<file path="src/rtl/fetch_sequencer_pkg.sv">
// rtl/fetch_sequencer_pkg.sv - shared cpu types: register FunSel codes, IR half select, fetch states
package fetch_sequencer_pkg;

   typedef enum logic [1:0] {
      FUNSEL_DEC   = 2'd0,
      FUNSEL_INC   = 2'd1,
      FUNSEL_LOAD  = 2'd2,
      FUNSEL_CLEAR = 2'd3
   } funsel_e;

   localparam logic IR_HI = 1'b1;
   localparam logic IR_LO = 1'b0;

   typedef enum logic [2:0] {
      ST_IDLE,
      ST_REQ_HI,
      ST_WAIT_HI,
      ST_REQ_LO,
      ST_WAIT_LO,
      ST_ISSUE,
      ST_DRAIN
   } fetch_state_e;

endpackage

</file>
<file path="src/rtl/fetch_sequencer.sv">
// rtl/fetch_sequencer.sv - two-byte instruction fetch into the IR with decoder handshake and jump redirect
module fetch_sequencer #(
   parameter int                ADDR_W   = 8,
   parameter logic [ADDR_W-1:0] RESET_PC = '0
) (
   input  logic              clk,
   input  logic              rst_n,
   input  logic              run,
   output logic              mem_req,
   output logic [ADDR_W-1:0] mem_addr,
   input  logic [7:0]        mem_rdata,
   input  logic              mem_rvalid,
   output logic              ir_en,
   output logic              ir_lh,
   output logic [1:0]        ir_funsel,
   output logic [7:0]        ir_data,
   output logic              inst_valid,
   output logic [15:0]       inst,
   input  logic              inst_ready,
   input  logic              jmp_valid,
   input  logic [ADDR_W-1:0] jmp_addr,
   output logic [ADDR_W-1:0] pc
);
   import fetch_sequencer_pkg::*;

   fetch_state_e      state_q, state_d;
   logic [ADDR_W-1:0] pc_q, pc_d;
   logic [15:0]       inst_q, inst_d;
   logic              mem_req_q, mem_req_d;
   logic              ir_en_q, ir_en_d;
   logic              ir_lh_q, ir_lh_d;
   logic [7:0]        ir_data_q, ir_data_d;
   logic              inst_valid_q, inst_valid_d;

   // Next-state logic; a jump overrides every other event, and registered outputs follow the next state
   always_comb begin
      state_d   = state_q;
      pc_d      = pc_q;
      inst_d    = inst_q;
      ir_en_d   = 1'b0;
      ir_lh_d   = ir_lh_q;
      ir_data_d = ir_data_q;

      if (jmp_valid) begin
         pc_d = jmp_addr;
         unique case (state_q)
            // read issued this cycle is still in flight
            ST_REQ_HI, ST_REQ_LO:             state_d = ST_DRAIN;
            // a response arriving with the jump is simply dropped
            ST_WAIT_HI, ST_WAIT_LO, ST_DRAIN: state_d = mem_rvalid ? ST_REQ_HI : ST_DRAIN;
            default:                          state_d = run ? ST_REQ_HI : ST_IDLE;
         endcase
      end else begin
         unique case (state_q)
            ST_IDLE:   if (run) state_d = ST_REQ_HI;
            ST_REQ_HI: state_d = ST_WAIT_HI;
            ST_REQ_LO: state_d = ST_WAIT_LO;
            ST_WAIT_HI: begin
               if (mem_rvalid) begin
                  inst_d[15:8] = mem_rdata;
                  pc_d         = pc_q + ADDR_W'(1);
                  ir_en_d      = 1'b1;
                  ir_lh_d      = IR_HI;
                  ir_data_d    = mem_rdata;
                  state_d      = ST_REQ_LO;
               end
            end
            ST_WAIT_LO: begin
               if (mem_rvalid) begin
                  inst_d[7:0] = mem_rdata;
                  pc_d        = pc_q + ADDR_W'(1);
                  ir_en_d     = 1'b1;
                  ir_lh_d     = IR_LO;
                  ir_data_d   = mem_rdata;
                  state_d     = ST_ISSUE;
               end
            end
            ST_ISSUE:  if (inst_ready) state_d = run ? ST_REQ_HI : ST_IDLE;
            ST_DRAIN:  if (mem_rvalid) state_d = ST_REQ_HI;
            default:   state_d = ST_IDLE;
         endcase
      end

      mem_req_d    = (state_d == ST_REQ_HI) || (state_d == ST_REQ_LO);
      inst_valid_d = (state_d == ST_ISSUE);
   end

   // State, PC and output registers with synchronous active-low reset
   always_ff @(posedge clk) begin
      if (!rst_n) begin
         state_q      <= ST_IDLE;
         pc_q         <= RESET_PC;
         inst_q       <= '0;
         mem_req_q    <= 1'b0;
         ir_en_q      <= 1'b0;
         ir_lh_q      <= 1'b0;
         ir_data_q    <= '0;
         inst_valid_q <= 1'b0;
      end else begin
         state_q      <= state_d;
         pc_q         <= pc_d;
         inst_q       <= inst_d;
         mem_req_q    <= mem_req_d;
         ir_en_q      <= ir_en_d;
         ir_lh_q      <= ir_lh_d;
         ir_data_q    <= ir_data_d;
         inst_valid_q <= inst_valid_d;
      end
   end

   // mem_addr is the PC itself: in REQ_* the PC always names the byte being requested
   assign mem_req    = mem_req_q;
   assign mem_addr   = pc_q;
   assign ir_en      = ir_en_q;
   assign ir_lh      = ir_lh_q;
   assign ir_funsel  = FUNSEL_LOAD;
   assign ir_data    = ir_data_q;
   assign inst_valid = inst_valid_q;
   assign inst       = inst_q;
   assign pc         = pc_q;

endmodule

</file>
<file path="config.mk">
export PLATFORM = sky130hd
export DESIGN_NAME = fetch_sequencer
export DESIGN_NICKNAME = d
export VERILOG_FILES = /design/src/rtl/fetch_sequencer_pkg.sv /design/src/rtl/fetch_sequencer.sv
export SDC_FILE = /design/constraint.sdc
export NUM_CORES = 1
export LEC_CHECK = 0
export CAP_MARGIN = 10
export CORE_UTILIZATION = 43
export CTS_CLUSTER_SIZE = 10
export DETAILED_ROUTE_END_ITERATION = 10
export PLACE_DENSITY_LB_ADDON = 0.08
export SYNTH_ARGS = -nofsm -noshare
export SYNTH_HDL_FRONTEND = slang
export SYNTH_SLANG_ARGS = --single-unit
</file>
<file path="constraint.sdc">
create_clock -name clk -period 1.95 [get_ports clk]
set_clock_uncertainty 0.2 [all_clocks]
set_input_delay 0.585 -clock clk [delete_from_list [all_inputs] [get_ports clk]]
set_output_delay 0.585 -clock clk [all_outputs]
set_load 0.01 [all_outputs]
</file>
==> key figures <==
Status
  • Outcome: finished clean

Route
  • Routed vias/inst: 5.003
  • Number of DRC markers in iteration 0: 83
  • Wirelength per Cell: roughly 14 um
  • Total Routed Length: 4194 um
  • Drt drc: 0
  • Drt first pass iters: 5
  • Vias: 1526
  • Antenna-violating nets left: 0

Global routing
  • Congestion Overflow GR: 0
  • Largest net degree at the start of global routing: 26
  • Vias in the first global route: ~1500
  • GRT Total Usage: 21.35%
  • Global-route wire length before repair: between 6000 and 7000 um
  • Initial antenna violation count: 0

STA
  • Setup TNS: 0 ps
  • Count of pins over their slew limit: 0
  • # setup viols final: 0
  • Final WS setup: 74.91 ps
  • Fmax: approximately 0.53 GHz
  • Rel. slew slack: 66.38%
  • Fin crit period: around 1900 ps
  • Final Cycle Share: a little over nine tenths
  • Final hold viol count: 0
  • RSZ-0062 raised after global routing: false
  • Slew @ Worst Pin: 503.6 ps

Worst setup path
  • WP depth: 5
  • WP data required: 1950 ps
  • Crit path cell chain: clkdlybuf4s50_1 > buf_4 > o32ai_1 > a211o_1 > a2111oi_2
  • FF-to-FF path depth: 4
  • Type of destination of the critical path: flop
  • WP buf/inv: 2
  • Crit path launch type: primary input
  • Crit-path max cell delay: 470 ps
  • Worst EP arrival: roughly 1900 ps
  • Delay-heaviest family, CP: compound AO/OA/AOI/OAI gates
  • Worst Setup Path Type: primary input to flop
  • Worst-path fanout max: 2
  • Max stage delay cell, worst path: clkdlybuf4s50_1

Clocking
  • CTS Sinks: 39
  • Root Buffer: clkbuf_8
  • Clock H-tree levels: 2
  • CTS Buf Count: 5
  • Clock Latency Late Sink: 290 ps
  • Hold_buf cts: 0
  • CTS Buffer Depth: 2
  • CTS tree: yes
  • Reg clk slew, reported paths: 80 ps

Yosys
  • FFs w/ async S/R, synth: 0%
  • Warnings from Yosys: 0
  • Ys flop type: dfxtp_1
  • Syn nets: 209
  • Synth top area cells: dfxtp_1 (45%), mux2i_1 (14%), nor2_1 (6.0%)
  • Synth unique cells: 36
  • Synth area leader: dfxtp_1
  • Top-count cell post-synth: dfxtp_1
  • Synth Register Bits: 39
  • Syn_area_per_cell: 9.418 um^2
  • Sequential share of the synthesized area: 44.57%
  • Synth top area share: about 45%
  • Mapped Cells: 186
  • EDFF count, synth: 0
  • Post-synth top cells: dfxtp_1 (39), nor2_1 (28), mux2i_1 (25)
  • Cell Area, Synth: 0.001752 mm^2

Die
  • Die area: 0.004333 mm^2
  • Site Rows: 22
  • Top Ports: between 60 and 70
  • Chip width: 65.83 um
  • Chip height: 65.83 um
  • Starting Density: between 40 and 50%
  • Core Footprint: 0.003771 mm^2

Min path
  • HP Class: flop to flop
  • Hold Crit Depth: 2

Pwr
  • Final Power: 1.946 mW
  • VDD IR-drop max: 0.0005789 V
  • Pwr per Cell Area: 747.7 mW/mm^2
  • Pleak: 1.241 nW

Placement
  • Routability cong.: 0.8371
  • Pre-CTS setup slack: -474.0 ps
  • I/O Buffers: 65
  • Placed cells: 294
  • Detail Placement HPWL: 2911 um

Cells and area
  • Antenna cells: 0
  • # fillers: 303
  • Area growth, synth to finish: 48.57%
  • Final instance count without filler cells: 305
  • Final #Nets: 279
  • Share of cells above drive strength 1: between 10% and 20%

Flow run
  • Count of max-cap constraint violations: 0
logic make-up after synthesis:
| group | Yosys count | synth area share [%] |
|---|---|---|
| AND/OR/NAND/NOR | 55 | 16.14 |
| flip-flops | 39 | 44.57 |
| AO/OA/AOI/OAI | 29 | 10.07 |
| multiplexers | 25 | 14.29 |
| buffers and inverters | 25 | 8.785 |
| XOR/XNOR | 10 | 5.000 |
| other | 2 | 0.4287 |
| adder cells (fa/ha/maj) | 1 | 0.7142 |
through the flow:
| stage | hold slack [ps] | util (%) | instance area [um^2] |
|---|---|---|---|
| after floorplan | 328.0 | - | 1752 |
| after global placement | 268.8 | 65.79 | 2481 |
| after detailed placement | 276.5 | 65.79 | 2481 |
| after CTS | 289.0 | 68.75 | 2592 |
| after global routing | 311.7 | 69.01 | 2603 |
| final | 281.3 | 69.01 | 2603 |
flip-flops by register name (all words and copies together), names as in the netlist:
| register | flops |
|---|---|
| inst_valid | 1 |
| ir_en | 1 |
| state_q | 3 |
| mem_addr | 8 |
| mem_req | 1 |
| ir_data | 8 |
| inst | 16 |
| ir_lh | 1 |
where the power goes:
group | total, mW | switching, mW | leakage [nW] | internal, mW
clock | 0.677 | 0.296 | 0.0581 | 0.381
combinational | 0.380 | 0.174 | 0.864 | 0.206
sequential | 0.889 | 0.0529 | 0.319 | 0.836
total | 1.95 | 0.523 | 1.24 | 1.42
per-layer routing:
| metal | wire [um] | GRT usage [%] |
|---|---|---|
| met3 | 262 | 6.897 |
| met2 | 2046 | 35.46 |
| met1 | 1836 | 25.32 |
| met5 | 0 | 0 |
| met4 | 49 | 8.152 |
path summary, 6_finish.rpt:
path	start	endpoint	slack, ps
setup / recovery	inst_ready	mem_req	70
hold / removal	ir_lh	ir_lh	280
setup reg to reg	state_q[1]	mem_req	100
hold reg to reg	ir_lh	ir_lh	280
layout make-up:
type	count	area (um^2)	area share, %
inverter	4	15.01	0.5769
sequential	39	785.8	30.19
timing repair buffer	84	779.5	29.95
clock buffer	5	68.82	2.644
multi-input combinational	122	849.6	32.64
clock inverter	3	43.79	1.683
tap	48	60.06	2.308
cell usage in the layout (no fill, tap or decap), types with 2 or more instances in the layout:
master,n
clkdlybuf4s50_1,18
nor3b_1,2
nand4_1,2
nor3_1,4
buf_12,3
xnor2_1,6
inv_1,4
buf_4,16
dfxtp_2,4
a21oi_1,11
xor2_1,4
clkbuf_8,5
conb_1,2
o21ai_0,9
dlymetal6s2s_1,2
nand3_1,3
nor2_1,28
mux2i_1,25
nor4b_2,2
nand2_1,2
dfxtp_1,35
and2_1,2
dlygate4sd2_1,45
tightest hold or removal path, stage by stage, from the launching register on:
cell	delay [ps]
dfxtp_1	330
a21oi_1	60
nor2_1	70
what timing repair did:
action,in CTS,in global routing
buffers inserted,3,0
gates resized for setup,55,3
gates cloned,0,0
endpoints found under the setup margin,61,3
pin swaps,4,0
endpoints found under the hold margin,0,0
No activity file was read; power rests on OpenSTA's default activity.
==> edit, RTL diff (config.mk and constraints unchanged) <==
The parameter `ADDR_W` goes from 8 to 10.
--- a/src/rtl/fetch_sequencer.sv
+++ b/src/rtl/fetch_sequencer.sv
@@ -2,3 +2,3 @@
 module fetch_sequencer #(
-   parameter int                ADDR_W   = 8,
+   parameter int                ADDR_W   = 10,
    parameter logic [ADDR_W-1:0] RESET_PC = '0
Interface: changed (resized jmp_addr, mem_addr and pc); port bits go from 68 to 74. The function was not compared with the original's and may differ.
==> edit against the unedited design <==
Fmax is 1.3% lower; routed wire length up 7.2%; cell area increased by 9.8%; global-route usage fell by 1.6 points; setup slack got worse by 0.025 ns; power rose by 10%; sequential cell count grew 2; area after synthesis is 10% higher; critical endpoint is now mem_req.
==> edit: results (changes against the unedited design) <==
global_route:
  grtUsageMet2_pct: 33.1  # -2.3 points
  use_met1_pct: 24.2  # -1.1 points
  grt_start_max_net_pins: 33  # +27%
  grt_first_pass_wirelength_um: 7560  # +10%
  global_route_usage_over_all_layers_pct: 19.7  # -1.6 points
  grtUsageMet3_pct: 5.12  # -1.8 points
cells_and_area:
  nets_final: 301  # +7.9%
  final_layout_size_suffix_gt1_share_pct: 15.5  # -0.041 points
power:
  power.leakage_nw: 1.33  # +6.8%
  irDropWorstVdd_v: 0.000454  # -22%
synth:
  post_synth_most_frequent_cells: "41 x dfxtp_1, 27 x nor2b_1, 25 x mux2i_1"
  synthesis.instances: 202  # +8.6%
  seq_area_frac_synth_pct: 42.5  # -2.1 points
  mappedNetlistNets: 227  # +8.6%
  netlist_top_cells_area: "dfxtp_1 43%, mux2i_1 13%, nor2b_1 8.7%"
setup_path:
  reg2reg_slack_ns: 0.18  # +0.08 ns
  critPathMaxFanout: 1  # -1
  timing.rr.end: "inst[9]"
  path_delay_family: "buffers and inverters"
  crit_path_launch: "mem_req"
  worst_reg2reg_path_depth: 5  # +1
  endpoint: "mem_req"
  timing.critical_path.arrival_ns: 1.12  # -0.75 ns
  max_stage_delay_ns: 0.52  # +0.05 ns
placement:
  place_hpwl_um: 3020  # +3.7%
  routabilityCongestion: 0.774  # -7.5%
  dpl.cell_count: 317  # +7.8%
  dpl-instance-area_sq_um: 2710  # +9.2%
worst_hold_path:
  hold_path.class: "flip-flop to flip-flop"
detailed_routing:
  drt_wl_total_um: 4500  # +7.2%
  drt_pass1_iterations: 4  # -1
  post_drt_wl_per_cell_um: 13.7  # -0.58%
status:
  run_status: "complete, no violations"
-- edit: cell types whose count changed after synthesis, sizes merged, moves of 3 or more --
cell,change
nor2,-21
xnor2,+5
nor2b,+25
xor2,-4
nor4,+3
-- edit: metrics by stage --
stage                     total power [W]  setup TNS, ns  hold WS [ns]  setup slack [ns]  utilization, %
after global placement            0.00147         -10.98         0.294            -0.363            62.6
after CTS                         0.00217              0         0.318        0.00000289            65.2
after detailed placement          0.00147         -11.90         0.302            -0.399            62.6
after global routing              0.00227              0         0.347           0.00252            66.1
final                             0.00215              0         0.307            0.0498            66.1
after floorplan                   0.00125              0         0.335             0.204               -
-- edit: area by class of cell --
cell class / count / area [sq um]
inverters: 3 / 11.3
clock buffers: 7 / 86.3
multi-input cells: 134 / 978
clock inverters: 1 / 30.0
flip-flops and latches: 41 / 831
repair buffers: 91 / 855
fillers: 401 / 1470
well taps: 52 / 65.1
-- edit: cell families after synthesis --
kind of cell	Yosys count	share of synthesized area (%)
simple gates	60	18.8
flops	41	42.5
compound gates	34	10.4
buf+inv	28	8.94
mux	25	13.0
xor+xnor	11	5.38
other cells	2	0.389
fa+ha+maj	1	0.648
-- edit: repair_timing --
item,4_1_cts,5_1_grt
gates resized for setup,52,10
hold buffers,0,0
endpoints found under the setup margin,53,21
cloned,1,0
pin swaps,1,1
buffers inserted,2,1
-- edit: where the power goes --
group          switching (W)  total [W]  leakage (nW)  internal [W]
combinational       0.000237   0.000501         0.931      0.000264
sequential         0.0000541   0.000946         0.336      0.000891
clock               0.000282   0.000699        0.0585      0.000417
-- edit: layer usage --
metal	up-vias	share of wire, %
li1	836	-
met1	753	44
met2	39	49
met3	6	4.8
met4	0	1.6
met5	-	0
